## src/rtl/fetch_unit.sv

```systemverilog
// Instruction fetch / PC sequencer.
// Fetches one 32-bit word per instruction over a req/ack handshake, presents it to
// decode, and computes the next PC from the decoder's select when it retires.
// Optional feature: define FETCH_TIMEOUT_EN to enable the ack-wait timeout and fetch_err.
module fetch_unit #(
    parameter logic [31:0] RESET_PC       = 32'h0000_0000,
    parameter int unsigned TIMEOUT_CYCLES = 255
) (
    input  logic        clock,
    input  logic        reset,
    output logic        imem_req,
    output logic [31:0] imem_addr,
    input  logic        imem_ack,
    input  logic [31:0] imem_rdata,
    output logic [31:0] instruction,
    output logic [31:0] instr_pc,
    output logic        instr_valid,
    input  logic        instr_ready,
    input  logic [1:0]  orig_pc,
    input  logic [31:0] branch_imm,
    input  logic        alu_zero,
    input  logic [31:0] alu_result,
    output logic        misaligned,
    output logic        fetch_err,
    output logic [31:0] retired_count
);

    localparam logic [31:0] Nop = 32'h0000_0013;

    // Reject configurations that can never work.
    if (RESET_PC[1:0] != 2'b00 || TIMEOUT_CYCLES == 0) begin : g_param_check
        $error("fetch_unit: RESET_PC must be word-aligned and TIMEOUT_CYCLES non-zero");
    end

    typedef enum logic [1:0] {
        StReq,
        StValid,
        StHalt
    } state_t;

    state_t      state;
    logic [31:0] pc;
    logic [31:0] next_pc;

`ifdef FETCH_TIMEOUT_EN
    localparam int unsigned WaitW =
        (TIMEOUT_CYCLES < 256) ? 8 : $clog2(TIMEOUT_CYCLES + 1);
    localparam logic [WaitW-1:0] WaitLast = WaitW'(TIMEOUT_CYCLES - 1);

    logic [WaitW-1:0] wait_cnt;
`else
    assign fetch_err = 1'b0;
`endif

    // The address is the architectural PC; it only changes outside REQ, so it is
    // stable for the whole time imem_req is high.
    assign imem_addr = pc;

    // Next-PC selection, always relative to the PC of the instruction being retired.
    always_comb begin
        next_pc = instr_pc + 32'd4;
        case (orig_pc)
            2'd0: next_pc = instr_pc + 32'd4;
            2'd1: next_pc = alu_zero ? (instr_pc + branch_imm) : (instr_pc + 32'd4);
            2'd2: next_pc = instr_pc + branch_imm;
            2'd3: next_pc = {alu_result[31:1], 1'b0};
        endcase
    end

    // Fetch sequencer: all outputs are registered here.
    always_ff @(posedge clock or posedge reset) begin
        if (reset) begin
            state         <= StReq;
            pc            <= RESET_PC;
            imem_req      <= 1'b0;
            instruction   <= Nop;
            instr_pc      <= RESET_PC;
            instr_valid   <= 1'b0;
            misaligned    <= 1'b0;
            retired_count <= 32'd0;
`ifdef FETCH_TIMEOUT_EN
            fetch_err     <= 1'b0;
            wait_cnt      <= '0;
`endif
        end else begin
            unique case (state)
                StReq: begin
                    // The first REQ cycle after reset only raises the request, so a
                    // stale ack left over from before reset is never captured.
                    if (!imem_req) begin
                        imem_req <= 1'b1;
                    end else if (imem_ack) begin
                        instruction <= imem_rdata;
                        instr_pc    <= pc;
                        instr_valid <= 1'b1;
                        imem_req    <= 1'b0;
                        state       <= StValid;
                    end
`ifdef FETCH_TIMEOUT_EN
                    // Ack on the limit cycle is handled above and wins.
                    else if (wait_cnt == WaitLast) begin
                        fetch_err <= 1'b1;
                        imem_req  <= 1'b0;
                        state     <= StHalt;
                    end else begin
                        wait_cnt <= wait_cnt + 1'b1;
                    end
`endif
                end
                StValid: begin
                    if (instr_ready) begin
                        retired_count <= retired_count + 32'd1;
                        instr_valid   <= 1'b0;
                        pc            <= next_pc;
                        if (next_pc[1:0] != 2'b00) begin
                            misaligned <= 1'b1;
                            state      <= StHalt;
                        end else begin
                            // Request immediately so back-to-back fetch takes 2 cycles.
                            imem_req <= 1'b1;
                            state    <= StReq;
`ifdef FETCH_TIMEOUT_EN
                            wait_cnt <= '0;
`endif
                        end
                    end
                end
                StHalt: begin
                    imem_req    <= 1'b0;
                    instr_valid <= 1'b0;
                end
                default: begin
                    imem_req    <= 1'b0;
                    instr_valid <= 1'b0;
                    state       <= StHalt;
                end
            endcase
        end
    end

endmodule

```

## config.mk

```make
export PLATFORM = sky130hd
export DESIGN_NAME = fetch_unit
export DESIGN_NICKNAME = d
export VERILOG_FILES = /design/src/rtl/fetch_unit.sv
export SDC_FILE = /design/constraint.sdc
export NUM_CORES = 1
export LEC_CHECK = 0
export ABC_AREA = 1
export CELL_PAD_IN_SITES_DETAIL_PLACEMENT = 1
export CELL_PAD_IN_SITES_GLOBAL_PLACEMENT = 1
export CORE_MARGIN = 2
export CORE_UTILIZATION = 39
export CTS_BUF_LIST = sky130_fd_sc_hd__clkbuf_8
export DETAILED_ROUTE_END_ITERATION = 10
export PLACE_DENSITY = 0.95
export SYNTH_ARGS = -nofsm -noshare
export SYNTH_HDL_FRONTEND = slang
export SYNTH_SLANG_ARGS = --single-unit
```

## constraint.sdc

```tcl
create_clock -name clock -period 5.75 [get_ports clock]
set_input_delay 0.575 -clock clock [delete_from_list [all_inputs] [get_ports clock]]
set_output_delay 0.575 -clock clock [all_outputs]
set_load 0.02 [all_outputs]
```

==> impl_results.md <==
* Worst path slowest cell: inv_1
* Drt first pass iters at 5
* Worst R2R Setup Slack at 3.00 ns
* Maxcap violations at 0
* Worst slew pin tran at 1.13 ns
* Main combinational cell family by area after synthesis: simple AND/OR/NAND/NOR gates
* Data arrival, critical path at 3.51 ns
* Final Setup Violations at 0
* Gpl congestion at 0.900
* CTS tree: yes
* Gr ovfl total at 0
* Net Count, Synth at 1463
* Synthesized area at 0.00923 mm^2
* # fillers at 2926
* Number of synthesized register bits at 133
* Sink Count at 133
* Post-route cell area at 0.0123 mm^2
* DP HPWL at 27900 um
* IO Count at 235
* Delay-heaviest family, CP: buffers and inverters
* Worst Skew at 0.0221 ns
* Initial Util at 0.396
* IO Port Bufs at 232
* DR vias/cell at 5.24
* Final Max Tran Viols at 0
* DR WL/cell at 19.3 um
* Clk Latency, worst-skew pair at 0.45 ns
* H-tree levels at 4
* CP Depth at 11
* Die area at 0.0249 mm^2
* Leakage at 6.36 nW
* Period utilization at 0.556
* Max IR drop VDD at 219 uV
* Fmax at 0.313 GHz
* Hold endpoint: misaligned
* Synth Area in Adders at 0.0469
* Number of cells on the worst reg-to-reg path at 8
* RSZ-0062 raised after global routing: false
* Layout cells sized above 1 at 0.0664
* Vias in the first global route at 10800
* Reg2reg end: retired_count[7]
* Clock-pin slew on the worst setup and hold paths at 0.08 ns
* Clk buf depth at 2
* Worst path max stage delay at 0.82 ns
* CP max FO at 31
* Sequential fraction of the synthesis area at 0.361
* Power share of the clock group at 0.429
* Layout area overhead at 33.5%
* Final Hold Fails at 0
* Diode count at 0
* Die height at 158 um
* Worst relative slew slack at 0.243
* Crit end category: flip-flop
* Initial antenna violation count at 0
* Initial DRC Count at 617
* Hold Startpoint: misaligned
* Final wirelength at 36500 um
* Hold-fix buffers, CTS at 0
* Post-synth EDFFs at 0
* RR Startpoint: state[1]
* Multi-input logic area at 0.00488 mm^2
* Outcome: complete, no violations
* Inserted Clock Buffers at 17
* Root Driver: clkbuf_8
* WP buf/inv at 4
* Placed cell area at 0.0118 mm^2
* Resize count post-CTS at 0
* Worst min-delay path category: flip-flop to flip-flop
* Synth Area in XOR/XNOR at 0.0389
* # DRC at 0
* Post-synthesis compound-gate area fraction at 0.0670
* CP Launch Type: input pin
* Tmin final at 3.20 ns
* Setup Buffers After CTS at 0
* Cells after synthesis at 1326
* PwrDens at 183 mW/mm^2
* Logic pwr share at 0.142
* Switching pwr at 0.000595 W
* Synth Flop Type: dfrtp_1
* Row count at 56
* Total number of vias at 9889
* Flop pwr share at 0.429
* Worst Setup Path Type: input pin to flip-flop
* Switch share at 0.264
* FF+latch area at 0.00333 mm^2
* Syn Area/Cell at 6.96 um^2
* Req. time, crit path at 6.06 ns
* DRT antenna net count at 0
* Count of cell types in the netlist at 46
* Die X at 158 um
* Fin nets at 1691
* Largest net degree at the start of global routing at 93
* Synth warn at 0
* First-pass GRT wire length at 57200 um
* WHS Path Cells at 2
* Post-synthesis simple-gate area fraction at 0.330
* CP Cell Sequence: clkdlybuf4s50_1 > nand2_1 > inv_1 > nor2_1 > buf_4 > inv_1 > o221ai_1 > nor2_1 > nor2_1 > nand2_1 > nand2_1
* Tot GR Track Use at 0.299
* Setup TNS at 0 ns
* Fraction of registers with async set/reset at 1.00
* Core area at 0.0233 mm^2
* Mux contribution to synthesized area at 0.0451
* Internal power at 0.00166 W
## worst reg2reg max path, stage by stage (launching register included)
cell and delay, ns:
dfrtp_1 0.41, inv_2 0.11, nand2_4 0.09, nor2_8 0.58, inv_1 0.65, nor2_1 0.35
nand3_1 0.19, nor2_1 0.16, xor2_1 0.15
## per-stage QoR
| stage | instances | hold slack (ns) | setup WS [ns] | total power [W] | util |
|---|---|---|---|---|---|
| global placement | 1854 | 0.450 | 2.36 | 0.00129 | 0.507 |
| floorplan | 1326 | 0.475 | 1.63 | 0.00113 | - |
| detailed placement | 1854 | 0.464 | 2.26 | 0.00130 | 0.507 |
| global route | 1886 | 0.524 | 2.48 | 0.00233 | 0.528 |
| finish | 1886 | 0.508 | 2.55 | 0.00225 | 0.528 |
| CTS | 1886 | 0.510 | 2.66 | 0.00226 | 0.528 |
## worst max path at each step
stage,from,end
floorplan,reset,imem_addr[0]
global placement,orig_pc[0],imem_req
detailed placement,orig_pc[1],imem_req
CTS,orig_pc[1],state[1]
global route,orig_pc[1],state[1]
finish,orig_pc[1],state[1]
## area by class of cell
| class | count | area share |
|---|---|---|
| sequential | 133 | 0.270 |
| clock buffer | 21 | 0.0235 |
| clock inverter | 11 | 0.0158 |
| inverter | 233 | 0.0714 |
| multi-input combinational | 934 | 0.396 |
| timing repair buffer | 235 | 0.190 |
| tap | 319 | 0.0324 |
## synthesized netlist by cell type, types with 2 or more instances
| library cell | n | area [um^2] |
|---|---|---|
| or2_2 | 3 | 18.8 |
| ha_1 | 33 | 413 |
| nor3_1 | 15 | 75.1 |
| inv_1 | 232 | 871 |
| o2111ai_1 | 3 | 26.3 |
| mux2_2 | 37 | 417 |
| nor2_1 | 112 | 420 |
| xnor2_1 | 13 | 114 |
| o22ai_1 | 2 | 12.5 |
| buf_4 | 2 | 15.0 |
| nand3b_1 | 8 | 60.1 |
| nand4_4 | 2 | 42.5 |
| xor2_1 | 28 | 245 |
| nand4_1 | 15 | 93.8 |
| nor2_2 | 4 | 25.0 |
| o211ai_1 | 2 | 15.0 |
| buf_2 | 10 | 50.1 |
| nand2_1 | 438 | 1640 |
| nor3_2 | 2 | 20.0 |
| clkbuf_1 | 10 | 37.5 |
| dfrtp_1 | 130 | 3250 |
| o21bai_1 | 2 | 15.0 |
| buf_6 | 4 | 45.0 |
| dfstp_2 | 3 | 78.8 |
| nor2_4 | 7 | 78.8 |
| a31oi_1 | 5 | 31.3 |
| o21ai_0 | 54 | 270 |
| a21oi_1 | 37 | 185 |
| nand3_1 | 92 | 460 |
| nand2_4 | 2 | 22.5 |
| a21oi_2 | 2 | 17.5 |
| a21o_1 | 3 | 22.5 |
## cell usage in the layout, fill, tap and decap left out, types with 3 or more instances in the layout
master,instances
a21o_1,3
a21oi_1,37
a31oi_1,5
buf_4,3
bufinv_16,5
clkbuf_8,21
clkdlybuf4s50_1,232
dfrtp_1,130
dfstp_2,3
ha_1,33
inv_1,232
inv_6,3
mux2_2,37
nand2_1,437
nand2_4,3
nand3_1,92
nand3b_1,8
nand4_1,15
nor2_1,112
nor2_2,4
nor2_4,7
nor3_1,15
o2111ai_1,3
o21ai_0,54
or2_2,3
xnor2_1,13
xor2_1,28
## metal layers
metal / track usage / vias to the layer above / routed length, um
met1: 0.340 / 4871 / 14100
met4: 0.107 / 0 / 1110
met2: 0.538 / 362 / 18500
li1: - / 4575 / -
met3: 0.0777 / 81 / 2790
met5: 0 / - / 0
## power groups by stage
stage	Combinational (W)	Sequential (W)	Clock, W
after floorplan	0.000126	0.00100	0
after global placement	0.000305	0.000982	0
after detailed placement	0.000317	0.000983	0
after CTS	0.000320	0.000966	0.000979
after global routing	0.000347	0.000968	0.00102
final	0.000320	0.000966	0.000965
## registers in the layout, indices dropped and copies added, names as in the netlist
register / flops
imem_addr: 32
instr_pc: 32
instruction: 32
retired_count: 32
state: 2
imem_req: 1
instr_valid: 1
misaligned: 1
## kinds of logic (layout without fill, tap and decap cells)
logic type / Yosys count / in the layout
AO/OA/AOI/OAI: 113 / 113
adder cells (fa/ha/maj): 34 / 34
flip-flops: 133 / 133
buffers and inverters: 259 / 500
AND/OR/NAND/NOR: 708 / 708
multiplexers: 37 / 37
XOR/XNOR: 41 / 41
other: 1 / 1
Note: power is estimated with default switching activity, not from simulation.
==> RTL edit: new RTL, same settings <==
The option `FETCH_TIMEOUT_EN` is turned on by a define.
--- a/src/rtl/fetch_unit.sv
+++ b/src/rtl/fetch_unit.sv
@@ -3,4 +3,6 @@
 // decode, and computes the next PC from the decoder's select when it retires.
 // Optional feature: define FETCH_TIMEOUT_EN to enable the ack-wait timeout and fetch_err.
+`define FETCH_TIMEOUT_EN
+
 module fetch_unit #(
     parameter logic [31:0] RESET_PC       = 32'h0000_0000,
Behaviour: same outputs for any inputs over 4 cycles, from zero or initial values and one cycle with reset high; that may be too few to reach the edited logic, so the function may still have changed.
==> RTL edit against the unedited design <==
- hold slack lost 26 ps
- sequential cell count grew 9
- worst setup slack gained 58 ps
- non-clock buffer count is the same
- area after synthesis grew 5.7%
- largest cell class unchanged
- routed wire length grew 0.54%
- cell area grew 4.2%
- total power shrank 4.7%
- count of clock-buffer cells in the layout is the same
==> RTL edit: results <==
export IMPL_status="finished, final reports clean"
export IMPL_stdcell_area_um2=12800
export IMPL_wl_per_cell_um=18.5
export IMPL_regArea_um2=3560
export IMPL_nNetsFinal=1788
export IMPL_power_switching_fraction_pct=25.0
export IMPL_crit_slowest_cell="inv_2"
export IMPL_nonClkBufAreaFrac_pct=18.3
export IMPL_use_met3_pct=7.58
export IMPL_inv_count=255
export IMPL_tightest_slew_ps=1120
export IMPL_met2_usage_pct=49.6
export IMPL_pre_cts_slack_ps=2300
export IMPL_grt_util_all_layers_pct=27.9
export IMPL_seq_power_uw=998
export IMPL_synthTopCellsByArea="dfrtp_1, nand2_1, inv_1, nand3_1, ha_1"
export IMPL_avgSynthCellArea_um2=6.86
export IMPL_cp_max_fo=43
export IMPL_dr_wl_met3_um=2850
export IMPL_dr_wl_met2_um=18200
export IMPL_pg_clk_uw=930
export IMPL_ys_top_cells_by_count="nand2_1, inv_1, dfrtp_1, nand3_1, nor2_1"
export IMPL_dp_hpwl_um=28100
export IMPL_ys_types=44
export IMPL_cp_top_family="simple AND/OR/NAND/NOR gates"
export IMPL_p_leak_uw=0.00663
[RTL edit: cell types whose count changed in the layout (fill, tap and decap cells not counted), sizes merged, moves of 7 or more]
cell   delta
nand2    +33
nor3      +7
xnor2     +7
inv      +20
dfrtp     +9
nand3    +21
[RTL edit: kinds of logic after synthesis]
group	share of synthesized area [%]
flops	36.5
xor+xnor	4.58
fa+ha+maj	4.69
mux	4.27
simple gates	32.3
compound gates	6.52
buf+inv	11.1
[RTL edit: how the worst min path moves through the flow]
| stage | startpoint | to | slack (ps) | depth (start not counted) |
|---|---|---|---|---|
| finish | retired_count[31] | retired_count[31] | 480 | 1 |
| detailed placement | misaligned | misaligned | 460 | 1 |
| global placement | retired_count[31] | retired_count[31] | 460 | 1 |
| floorplan | wait_cnt[4] | wait_cnt[4] | 490 | 2 |
| global route | misaligned | misaligned | 500 | 1 |
| CTS | misaligned | misaligned | 480 | 1 |
